File: src/rtl/dispatch_allocator.sv
// -----------------------------------------------------------------------------
// dispatch_allocator
//
// Two-wide in-order dispatch stage. Each cycle it looks at up to two decoded
// instructions (slot 0 older than slot 1). Each instruction is steered to one
// of ALU_CNT ALU reservation slots, the branch unit or the load/store unit. An
// instruction is accepted only when its target unit is available. Dispatched
// fields are registered toward the unit, and register-file lock updates (mw_*)
// are produced for destinations that get written.
//
// Ports
//   clk, rst              clock, synchronous active-high reset
//   rdy                   global enable; low freezes every register and output
//   in_valid/pc/op/...    two incoming instruction slots, index 0 is older
//   in_accept             combinational; slot consumed at this clock edge
//   alu_busy / alu_*      per ALU slot busy input and registered dispatch fields,
//                         packed with slot i at [i*W +: W]
//   br_busy  / br_*       branch unit busy input and registered dispatch fields
//   ls_busy  / ls_*       load/store unit busy input and registered fields
//   mw_en/addr/tag        registered lock updates for the register state
//
// Unit tags: ALU i = i+1, branch = ALU_CNT+1, load/store = ALU_CNT+2.
// Tag 0 means unlocked.
// -----------------------------------------------------------------------------
module dispatch_allocator #(
    parameter int ALU_CNT = 2,
    parameter int TAG_W   = 4,
    parameter int WORD_W  = 32
) (
    input  logic                          clk,
    input  logic                          rst,
    input  logic                          rdy,

    input  logic [1:0]                    in_valid,
    input  logic [1:0][WORD_W-1:0]        in_pc,
    input  logic [1:0][7:0]               in_op,
    input  logic [1:0]                    in_en_ry,
    input  logic [1:0]                    in_en_w,
    input  logic [1:0][TAG_W-1:0]         in_tagx,
    input  logic [1:0][TAG_W-1:0]         in_tagy,
    input  logic [1:0][WORD_W-1:0]        in_datax,
    input  logic [1:0][WORD_W-1:0]        in_datay,
    input  logic [1:0][4:0]               in_waddr,
    output logic [1:0]                    in_accept,

    input  logic [ALU_CNT-1:0]            alu_busy,
    output logic [ALU_CNT-1:0]            alu_en,
    output logic [ALU_CNT*WORD_W-1:0]     alu_pc,
    output logic [ALU_CNT*WORD_W-1:0]     alu_datax,
    output logic [ALU_CNT*WORD_W-1:0]     alu_datay,
    output logic [ALU_CNT*4-1:0]          alu_op,
    output logic [ALU_CNT*TAG_W-1:0]      alu_tagx,
    output logic [ALU_CNT*TAG_W-1:0]      alu_tagy,
    output logic [ALU_CNT*TAG_W-1:0]      alu_tagw,
    output logic [ALU_CNT*5-1:0]          alu_waddr,

    input  logic                          br_busy,
    output logic                          br_en,
    output logic [WORD_W-1:0]             br_pc,
    output logic [WORD_W-1:0]             br_datax,
    output logic [WORD_W-1:0]             br_datay,
    output logic [3:0]                    br_op,
    output logic [TAG_W-1:0]              br_tagx,
    output logic [TAG_W-1:0]              br_tagy,
    output logic [TAG_W-1:0]              br_tagw,
    output logic [4:0]                    br_waddr,

    input  logic                          ls_busy,
    output logic                          ls_en,
    output logic [WORD_W-1:0]             ls_pc,
    output logic [WORD_W-1:0]             ls_datax,
    output logic [WORD_W-1:0]             ls_datay,
    output logic [3:0]                    ls_op,
    output logic [TAG_W-1:0]              ls_tagx,
    output logic [TAG_W-1:0]              ls_tagy,
    output logic [TAG_W-1:0]              ls_tagw,
    output logic [4:0]                    ls_waddr,

    output logic [1:0]                    mw_en,
    output logic [1:0][4:0]               mw_addr,
    output logic [1:0][TAG_W-1:0]         mw_tag
);

    localparam int PTR_W = (ALU_CNT > 1) ? $clog2(ALU_CNT) : 1;

    // CLS_NONE covers both NOP and illegal encodings: accepted, never dispatched.
    typedef enum logic [1:0] {
        CLS_NONE,
        CLS_ALU,
        CLS_BR,
        CLS_LS
    } cls_e;

    typedef struct packed {
        logic [WORD_W-1:0] pc;
        logic [WORD_W-1:0] datax;
        logic [WORD_W-1:0] datay;
        logic [3:0]        op;
        logic [TAG_W-1:0]  tagx;
        logic [TAG_W-1:0]  tagy;
        logic [TAG_W-1:0]  tagw;
        logic [4:0]        waddr;
    } disp_t;

    function automatic cls_e decode(input logic [7:0] op);
        cls_e c;
        c = CLS_NONE;
        if (op != 8'h00) begin
            case (op[7:4])
                4'b0001, 4'b0010, 4'b0101: c = CLS_ALU;
                4'b0110:                   c = CLS_BR;
                4'b0011, 4'b0100:          c = CLS_LS;
                default:                   c = CLS_NONE;
            endcase
        end
        return c;
    endfunction

    // Rotating ALU index, used by the round-robin search.
    function automatic logic [PTR_W-1:0] wrap(input int v);
        return PTR_W'(v % ALU_CNT);
    endfunction

    // ------------------------------------------------------------------
    // State
    // ------------------------------------------------------------------
    disp_t               alu_q [ALU_CNT];
    disp_t               br_q;
    disp_t               ls_q;
    logic [ALU_CNT-1:0]  alu_claim;
    logic                br_claim;
    logic                ls_claim;
    logic [PTR_W-1:0]    rr_ptr;

    // ------------------------------------------------------------------
    // Allocation (combinational)
    // ------------------------------------------------------------------
    logic [ALU_CNT-1:0]  alu_avail;
    logic [ALU_CNT-1:0]  avail1;
    logic                br_avail;
    logic                ls_avail;
    cls_e                cls [2];
    logic [PTR_W-1:0]    alu_idx [2];
    logic [1:0]          alu_found;
    logic [1:0]          ok;
    logic [1:0]          acc;
    logic [1:0]          disp_go;
    logic [1:0]          mw_d;
    logic [TAG_W-1:0]    unit_tag [2];
    disp_t               disp [2];
    logic [PTR_W-1:0]    rr_next;
    int                  start1;

    // A unit dispatched at the last edge has not raised busy yet; the claimed
    // bit masks it for exactly that cycle.
    assign alu_avail = ~alu_busy & ~alu_claim;
    assign br_avail  = !br_busy && !br_claim;
    assign ls_avail  = !ls_busy && !ls_claim;

    always_comb begin
        // NOTE: every variable gets a default before any conditional logic so
        // no path leaves it unassigned and no latch is inferred.
        cls[0]    = decode(in_op[0]);
        cls[1]    = decode(in_op[1]);
        alu_found = '0;
        alu_idx[0] = '0;
        alu_idx[1] = '0;
        ok        = '0;
        acc       = '0;
        disp_go   = '0;
        mw_d      = '0;
        rr_next   = rr_ptr;
        unit_tag[0] = '0;
        unit_tag[1] = '0;

        // Slot 0: first available ALU at or after rr_ptr.
        for (int o = 0; o < ALU_CNT; o++) begin
            if (!alu_found[0] && alu_avail[wrap(int'(rr_ptr) + o)]) begin
                alu_found[0] = 1'b1;
                alu_idx[0]   = wrap(int'(rr_ptr) + o);
            end
        end

        // Slot 1: continue the search after slot 0's grant, without reusing it.
        avail1 = alu_avail;
        start1 = int'(rr_ptr);
        if (cls[0] == CLS_ALU) begin
            avail1[alu_idx[0]] = 1'b0;
            start1             = int'(alu_idx[0]) + 1;
        end
        for (int o = 0; o < ALU_CNT; o++) begin
            if (!alu_found[1] && avail1[wrap(start1 + o)]) begin
                alu_found[1] = 1'b1;
                alu_idx[1]   = wrap(start1 + o);
            end
        end

        case (cls[0])
            CLS_ALU: ok[0] = alu_found[0];
            CLS_BR:  ok[0] = br_avail;
            CLS_LS:  ok[0] = ls_avail;
            default: ok[0] = 1'b1;
        endcase
        // Branch and LS take one instruction per cycle; a second contender waits.
        case (cls[1])
            CLS_ALU: ok[1] = alu_found[1];
            CLS_BR:  ok[1] = br_avail && (cls[0] != CLS_BR);
            CLS_LS:  ok[1] = ls_avail && (cls[0] != CLS_LS);
            default: ok[1] = 1'b1;
        endcase

        acc[0] = rdy && !rst && in_valid[0] && ok[0];
        acc[1] = acc[0] && in_valid[1] && ok[1];

        for (int k = 0; k < 2; k++) begin
            disp_go[k] = acc[k] && (cls[k] != CLS_NONE);
            case (cls[k])
                CLS_ALU: unit_tag[k] = TAG_W'(int'(alu_idx[k]) + 1);
                CLS_BR:  unit_tag[k] = TAG_W'(ALU_CNT + 1);
                CLS_LS:  unit_tag[k] = TAG_W'(ALU_CNT + 2);
                default: unit_tag[k] = '0;
            endcase
            disp[k].pc    = in_pc[k];
            disp[k].datax = in_datax[k];
            disp[k].datay = in_en_ry[k] ? in_datay[k] : '0;
            disp[k].op    = in_op[k][3:0];
            disp[k].tagx  = in_tagx[k];
            disp[k].tagy  = in_en_ry[k] ? in_tagy[k] : '0;
            disp[k].tagw  = unit_tag[k];
            disp[k].waddr = in_waddr[k];
            mw_d[k] = disp_go[k] && in_en_w[k] && (in_waddr[k] != 5'd0);
        end

        // Same destination written twice in one cycle: the younger lock wins.
        if (mw_d[1] && (in_waddr[0] == in_waddr[1]))
            mw_d[0] = 1'b0;

        if (acc[1] && cls[1] == CLS_ALU)
            rr_next = wrap(int'(alu_idx[1]) + 1);
        else if (acc[0] && cls[0] == CLS_ALU)
            rr_next = wrap(int'(alu_idx[0]) + 1);
    end

    assign in_accept = acc;

    // ------------------------------------------------------------------
    // Registered dispatch
    // ------------------------------------------------------------------
    always_ff @(posedge clk) begin
        if (rst) begin
            // NOTE: the payload registers are reset as well, because every
            // dispatch field must read as zero after reset, not only the strobes.
            for (int i = 0; i < ALU_CNT; i++)
                alu_q[i] <= '0;
            br_q      <= '0;
            ls_q      <= '0;
            alu_en    <= '0;
            br_en     <= 1'b0;
            ls_en     <= 1'b0;
            alu_claim <= '0;
            br_claim  <= 1'b0;
            ls_claim  <= 1'b0;
            mw_en     <= '0;
            mw_addr   <= '0;
            mw_tag    <= '0;
            rr_ptr    <= '0;
        end else if (rdy) begin
            // NOTE: non-blocking assignments let the per-slot updates below
            // override these defaults while all state changes together at the edge.
            alu_en    <= '0;
            br_en     <= 1'b0;
            ls_en     <= 1'b0;
            alu_claim <= '0;
            br_claim  <= 1'b0;
            ls_claim  <= 1'b0;
            for (int k = 0; k < 2; k++) begin
                if (disp_go[k]) begin
                    case (cls[k])
                        CLS_ALU: begin
                            alu_q[alu_idx[k]]     <= disp[k];
                            alu_en[alu_idx[k]]    <= 1'b1;
                            alu_claim[alu_idx[k]] <= 1'b1;
                        end
                        CLS_BR: begin
                            br_q     <= disp[k];
                            br_en    <= 1'b1;
                            br_claim <= 1'b1;
                        end
                        CLS_LS: begin
                            ls_q     <= disp[k];
                            ls_en    <= 1'b1;
                            ls_claim <= 1'b1;
                        end
                        default: ;
                    endcase
                end
                if (mw_d[k]) begin
                    mw_addr[k] <= in_waddr[k];
                    mw_tag[k]  <= unit_tag[k];
                end
            end
            mw_en  <= mw_d;
            rr_ptr <= rr_next;
        end
    end

    // ------------------------------------------------------------------
    // Output packing
    // ------------------------------------------------------------------
    for (genvar i = 0; i < ALU_CNT; i++) begin : g_alu
        assign alu_pc   [i*WORD_W +: WORD_W] = alu_q[i].pc;
        assign alu_datax[i*WORD_W +: WORD_W] = alu_q[i].datax;
        assign alu_datay[i*WORD_W +: WORD_W] = alu_q[i].datay;
        assign alu_op   [i*4      +: 4]      = alu_q[i].op;
        assign alu_tagx [i*TAG_W  +: TAG_W]  = alu_q[i].tagx;
        assign alu_tagy [i*TAG_W  +: TAG_W]  = alu_q[i].tagy;
        assign alu_tagw [i*TAG_W  +: TAG_W]  = alu_q[i].tagw;
        assign alu_waddr[i*5      +: 5]      = alu_q[i].waddr;
    end

    assign br_pc    = br_q.pc;
    assign br_datax = br_q.datax;
    assign br_datay = br_q.datay;
    assign br_op    = br_q.op;
    assign br_tagx  = br_q.tagx;
    assign br_tagy  = br_q.tagy;
    assign br_tagw  = br_q.tagw;
    assign br_waddr = br_q.waddr;

    assign ls_pc    = ls_q.pc;
    assign ls_datax = ls_q.datax;
    assign ls_datay = ls_q.datay;
    assign ls_op    = ls_q.op;
    assign ls_tagx  = ls_q.tagx;
    assign ls_tagy  = ls_q.tagy;
    assign ls_tagw  = ls_q.tagw;
    assign ls_waddr = ls_q.waddr;

endmodule

File: config.mk
export PLATFORM = sky130hd
export DESIGN_NAME = dispatch_allocator
export DESIGN_NICKNAME = d
export VERILOG_FILES = /design/src/rtl/dispatch_allocator.sv
export SDC_FILE = /design/constraint.sdc
export NUM_CORES = 1
export LEC_CHECK = 0
export CORE_AREA = 2 2 291 293
export DETAILED_ROUTE_END_ITERATION = 8
export DIE_AREA = 0 0 293 295
export PLACE_DENSITY = 0.52
export SYNTH_ARGS = -nofsm -noshare
export SYNTH_HDL_FRONTEND = slang
export SYNTH_SLANG_ARGS = --single-unit
File: constraint.sdc
create_clock -name clk -period 13.8 [get_ports clk]
set_input_delay 1.38 -clock clk [delete_from_list [all_inputs] [get_ports clk]]
set_output_delay 1.38 -clock clk [all_outputs]
set_load 0.005 [all_outputs]
Yosys cells after proc, flatten, opt, wreduce, memory -nomap -nowiden --
Memories as Yosys holds them, arrays and structs flattened. Cells that the tools add are included.
Operators by class: add/subtract/negate cells 4, magnitude comparators 8, eq/ne operators 21, multiplexer cells 77, bitwise operators 6, reductions and logical operators 45
Operators with widths (count):
- $mux 117 | 8
- $mux 116 | 2
- $reduce_or 116->1 | 2
- $mux 32 | 2
- $mux 1 | 46
- $eq 4x3->1 const B | 6
- $logic_and 1x1->1 | 22
- $mux 2 | 9
- $pmux 3 s3 | 2
- $eq 4x2->1 const B | 4
- $reduce_bool 8->1 | 2
- $lt 1x2->1 const B | 6
- $pmux 2 s3 | 2
- $reduce_bool 5->1 | 2
- $eq 2x2->1 const B | 4
- $eq 4x1->1 const B | 2
- $mux 4 | 2
- $logic_not 1->1 | 7
- $not 2->2 | 3
- $pmux 1 s3 | 2
- $reduce_and 2->1 | 3
- $reduce_bool 2->1 | 3
- $reduce_or 3->1 | 2
- $eq 5x5->1 | 1
- 9 further kinds | 17
Word-level totals: register bits 259, RAM bits 232, bits of input ports 247, output and inout bits 494, logic and storage cells 187, memories 1
Memories:
- alu_q | words 2, width 116, rd ports 2, clocked after memory_dff 0, wr ports 2, RTL line 127 | disp_t alu_q [ALU_CNT];

Logic depth before layout (Yosys ltp) --
word-level depth 30, mapped depth 11, depth with buffers taken out 7

Worst setup path after synthesis --
OpenSTA, ideal clock, no wires.
path kind input to register, start point input port in_op[12] (netlist bit), end point memory alu_q[0][0] (netlist bit), enable pin, setup time 481 ps, data arrival time 5700 ps, data required time 13319 ps, setup slack 7619 ps, stages on the path 7, buffers on the path 1, path through or3b_1 > a2111o_1 > o32ai_2 > nor2_2 > nor3_2 > buf_2 > or3_1
RTL lines:
- start, declared | RTL line 36 | input logic [1:0][7:0] in_op,
- end, declared | RTL line 127

Final worst setup path --
start point input port in_op[5] (netlist bit), end point output port in_accept[1]
Between the ends: longest elaborated chain between the ends 14, elaborated cells between the ends (all ways) 34, classes of those cells add/sub (1); eq/ne (11); mux (12); reduce/logical (10)
RTL lines:
- $eq 4x1->1 (tied with other cells) | RTL line 109 | case (op[7:4])
- $reduce_or 3->1 or $reduce_or 2->1 (tied branches) | RTL line 109
- $pmux 2 s3 | RTL line 109
- $mux 2 (*) | RTL line 108 | if (op != 8'h00) begin
- $eq 2x1->1 | RTL line 187, 198
- $mux 2 or $mux 1 (tied branches) | RTL line 187 | if (cls[0] == CLS_ALU) begin
- $mux 1 (not written as such) (2 in series) | RTL line 192 | if (!alu_found[1] && avail1[wrap(start1 + o)]) begin
- $mux 1 | RTL line 192
- $logic_not 1->1 | RTL line 192
- $logic_and 1x1->1 | RTL line 192
- $mux 1 | RTL line 192
- $pmux 1 s3 | RTL line 205 | case (cls[1])
- $logic_and 1x1->1 (*) | RTL line 213 | acc[1] = acc[0] && in_valid[1] && ok[1];
- end, declared | RTL line 44 | output logic [1:0] in_accept,
Every way passes the cells marked *; elsewhere a longest branch is shown, timed or not. The select of a mux whose other input is x is not followed.

==> impl_results.md <==
- Outcome: completed
- Root buffer cell: clkbuf_16
- Hold_buf cts: 0
- Combinational Power Share: 0.095
- Part of the cycle the worst path needs: 0.474
- Share of the synthesized area in the top cell type: 0.322
- Top Ports: 741
- Number of port buffers: 736
- Skew-Pair Late Insertion Delay: about 0.62 ns
- Worst Setup SP: in_op[5]
- Critical Path RT: between 10 and 15 ns
- FMAX: roughly 150 MHz
- Synth unique cells: 60
- DR iter-0 viols: around 1,400
- Most frequent CP cell: clkdlybuf4s50_1
- Die Width: between 200 and 300 µm
- # H-tree levels: 2
- Sequential Power Share: 0.449
- TritonCTS clock tree: yes
- CTS Buf Count: just under 60
- Unrepaired setup endpoints after global routing: false
- Max Cap Viol: 0
- Total negative slack: 0 ns
- Total routed wirelength: a little over 100,000 µm
- Avg Vias per Cell: roughly 5.5
- Worst Hold Class: reg2reg
- Final min period: around 6.5 ns
- Maximum VDD drop: 0.0874 mV
- Grt ovf: 0
- Initial antenna violation count: 9
- Final Max Tran Viols: 0
- Largest net degree at the start of global routing: 100
- All-Layer GR Usage: 0.226
- Critical path type: in2out
- Post-cts sizing count: 0
- HP Start: br_tagw[1]
- DR vias: a little over 20,000
- ANT nets after route: 0
- Startpoint type of the worst setup path: primary input
- Die area: 0.0864 mm²
- Predominant post-synthesis flop cell: dfxtp_1
- Clock input transition at the sequential cells of the worst setup and hold paths: 0.06 ns
- Postcts setup bufs: 0
- P_int: 2.61 mW
- Clock Power Share: 0.456
- Initial DRT Pass Iterations: 5
- Worst setup EP type: output port
- # DRC: 0
- Register area share after synthesis: 0.560
- Met2 WL: roughly 48,000 µm
- Leak Pwr: 11.2 nW
- Critical-path cell list: clkdlybuf4s50_1, or3b_1, a211oi_1, o32ai_2, o211ai_4, buf_4, inv_2, clkdlybuf4s50_1
- Final hold slack: around 0.45 ns
- Syn avg cell area: between 10 and 15 µm²
- Layout Cells excl Fill: about 3,700
- Max-slew headroom at the worst pin: 0.196
- CTS Buffer Depth: 3
- Met1 WL: around 40,000 µm
- Synth area leader: edfxtp_1
- Sw Share: 0.248
- Post-Place Cells: 3,545
- Clk sinks: approximately 500
- Synthesis-to-finish area growth: 47.0%
- Sw Pwr: about 0.86 mW
- WL/cell: about 28 µm
- Slowest stage cell, crit path: buf_4
- Commonest non-fill, non-tap cells in the layout: clkdlybuf4s50_1 (733), dfxtp_1 (257), edfxtp_1 (232), a22o_1 (154), a21oi_1 (141)
- Syn Inst Count: 1,901
- Max layer used: met5
- #FFs+latches synth: 489
- Placed Area: 0.0298 mm²
- Critical Path Fanout Max: just over 80
- EDFF count, synth: approximately 230
- Core ar.: around 0.083 mm²
- Final nets: around 2,800
- Mapped Area: ~0.022 mm²
- Overall power: 3.47 mW
- Dpl ws: 7.30 ns
- Setup ws final: between 7 and 8 ns
- Die Ht: 295 µm
- Hpwl dp: approximately 70,000 µm
- GP Congestion: between 0.8 and 0.9
- FFs w/ async S/R, synth: 0
- Tightest Pin Transition: ~1.2 ns
- Final setup vio count: 0
- First-pass GRT wire length: between 100,000 and 150,000 µm
- Final core utilization: 0.382
- Crit path DAT: around 5.2 ns
- Initial core utilization: 0.260
- Number of synthesis warnings: 0
- Reg2reg start: alu_claim[1]
- Hold Vio Cnt, Final: 0
- Vias in the first global route: 19,964
- Design Area, Final: ~0.032 mm²
- Share of cells above drive strength 1: 0.0606
- Top post-synthesis cells by area: edfxtp_1 (32%), dfxtp_1 (24%), a22o_1 (6.2%)
- Most common cell after layout, fill and taps aside: clkdlybuf4s50_1
- Power Density: 109 mW/mm²
- Final Skew: 0.0190 ns
- DR WL met3: 9830 µm
- # rows: between 100 and 150
- CP peak stage delay: ~0.86 ns
## power groups by stage
| stage | registers [mW] | clock network (mW) | logic, mW |
|---|---|---|---|
| after floorplan | 1.60 | 0 | 0.0881 |
| after global placement | 1.59 | 0 | 0.327 |
| after global routing | 1.56 | 1.68 | 0.346 |
| final | 1.56 | 1.58 | 0.328 |
| after CTS | 1.56 | 1.62 | 0.330 |
| after detailed placement | 1.59 | 0 | 0.329 |
## path summary, 6_finish.rpt
kind	end	slack, ns	cells past startpoint
worst max-delay path	in_accept[1]	7.26	8
worst min-delay path	br_tagw[1]	0.45	2
worst max register to register	ls_datax[28]	8.89	9
worst min register to register	br_tagw[1]	0.45	2
## flip-flops by register name, indices dropped and copies added, names as in the netlist, 5 cells and up
register	cells
br_datay	32
br_pc	32
br_datax	32
ls_pc	32
alu_q	232
mw_addr	10
ls_datay	32
br_waddr	5
ls_datax	32
ls_waddr	5
mw_tag	6
## critical path, delay by kind of cell
kind            cells  cell delay [ns]
compound gates      3             0.74
buf+inv             4             2.51
simple gates        1             0.44
## cells by family after synthesis
kind of cell | count (synthesis) | share of synthesized area
flip-flops | 489 | 0.560
AND/OR/NAND/NOR | 433 | 0.113
AO/OA/AOI/OAI | 748 | 0.281
buffers and inverters | 223 | 0.0430
other | 1 | 0.000173
XOR/XNOR | 7 | 0.00284
## routing by layer
layer  vias to the layer above  track usage
met5                         -            0
met3                       190       0.0665
met4                         6       0.0847
met2                      1045        0.376
li1                       8856            -
met1                     10043        0.277
## layout make-up
type                    count  area (µm²)
diodes                      5        12.5
clock buffers              77        1640
clock inverters            33         299
fillers                  8036       51400
inverters                   7        26.3
multi-input cells        1196        8710
flip-flops and latches    489       12100
well taps                1080        1350
repair buffers            773        7640
## cell usage after synthesis, types with 3 or more instances
master,instances
dfxtp_1,257
edfxtp_1,232
clkbuf_1,170
a22o_1,154
a21oi_1,141
nand2_1,122
o211ai_1,116
o221ai_1,114
a221o_1,113
and2_1,82
nor2b_1,79
and3_1,77
a32o_1,72
buf_2,25
nand3_1,17
o21ai_0,14
buf_4,10
nor2_1,9
nor3_1,8
buf_1,7
nand2b_1,7
inv_1,6
or3_1,5
xor2_1,5
nor4b_1,4
or4_1,4
buf_6,3
nor3_2,3
o31a_1,3
or3b_1,3
No activity file was read; power rests on OpenSTA's default activity.
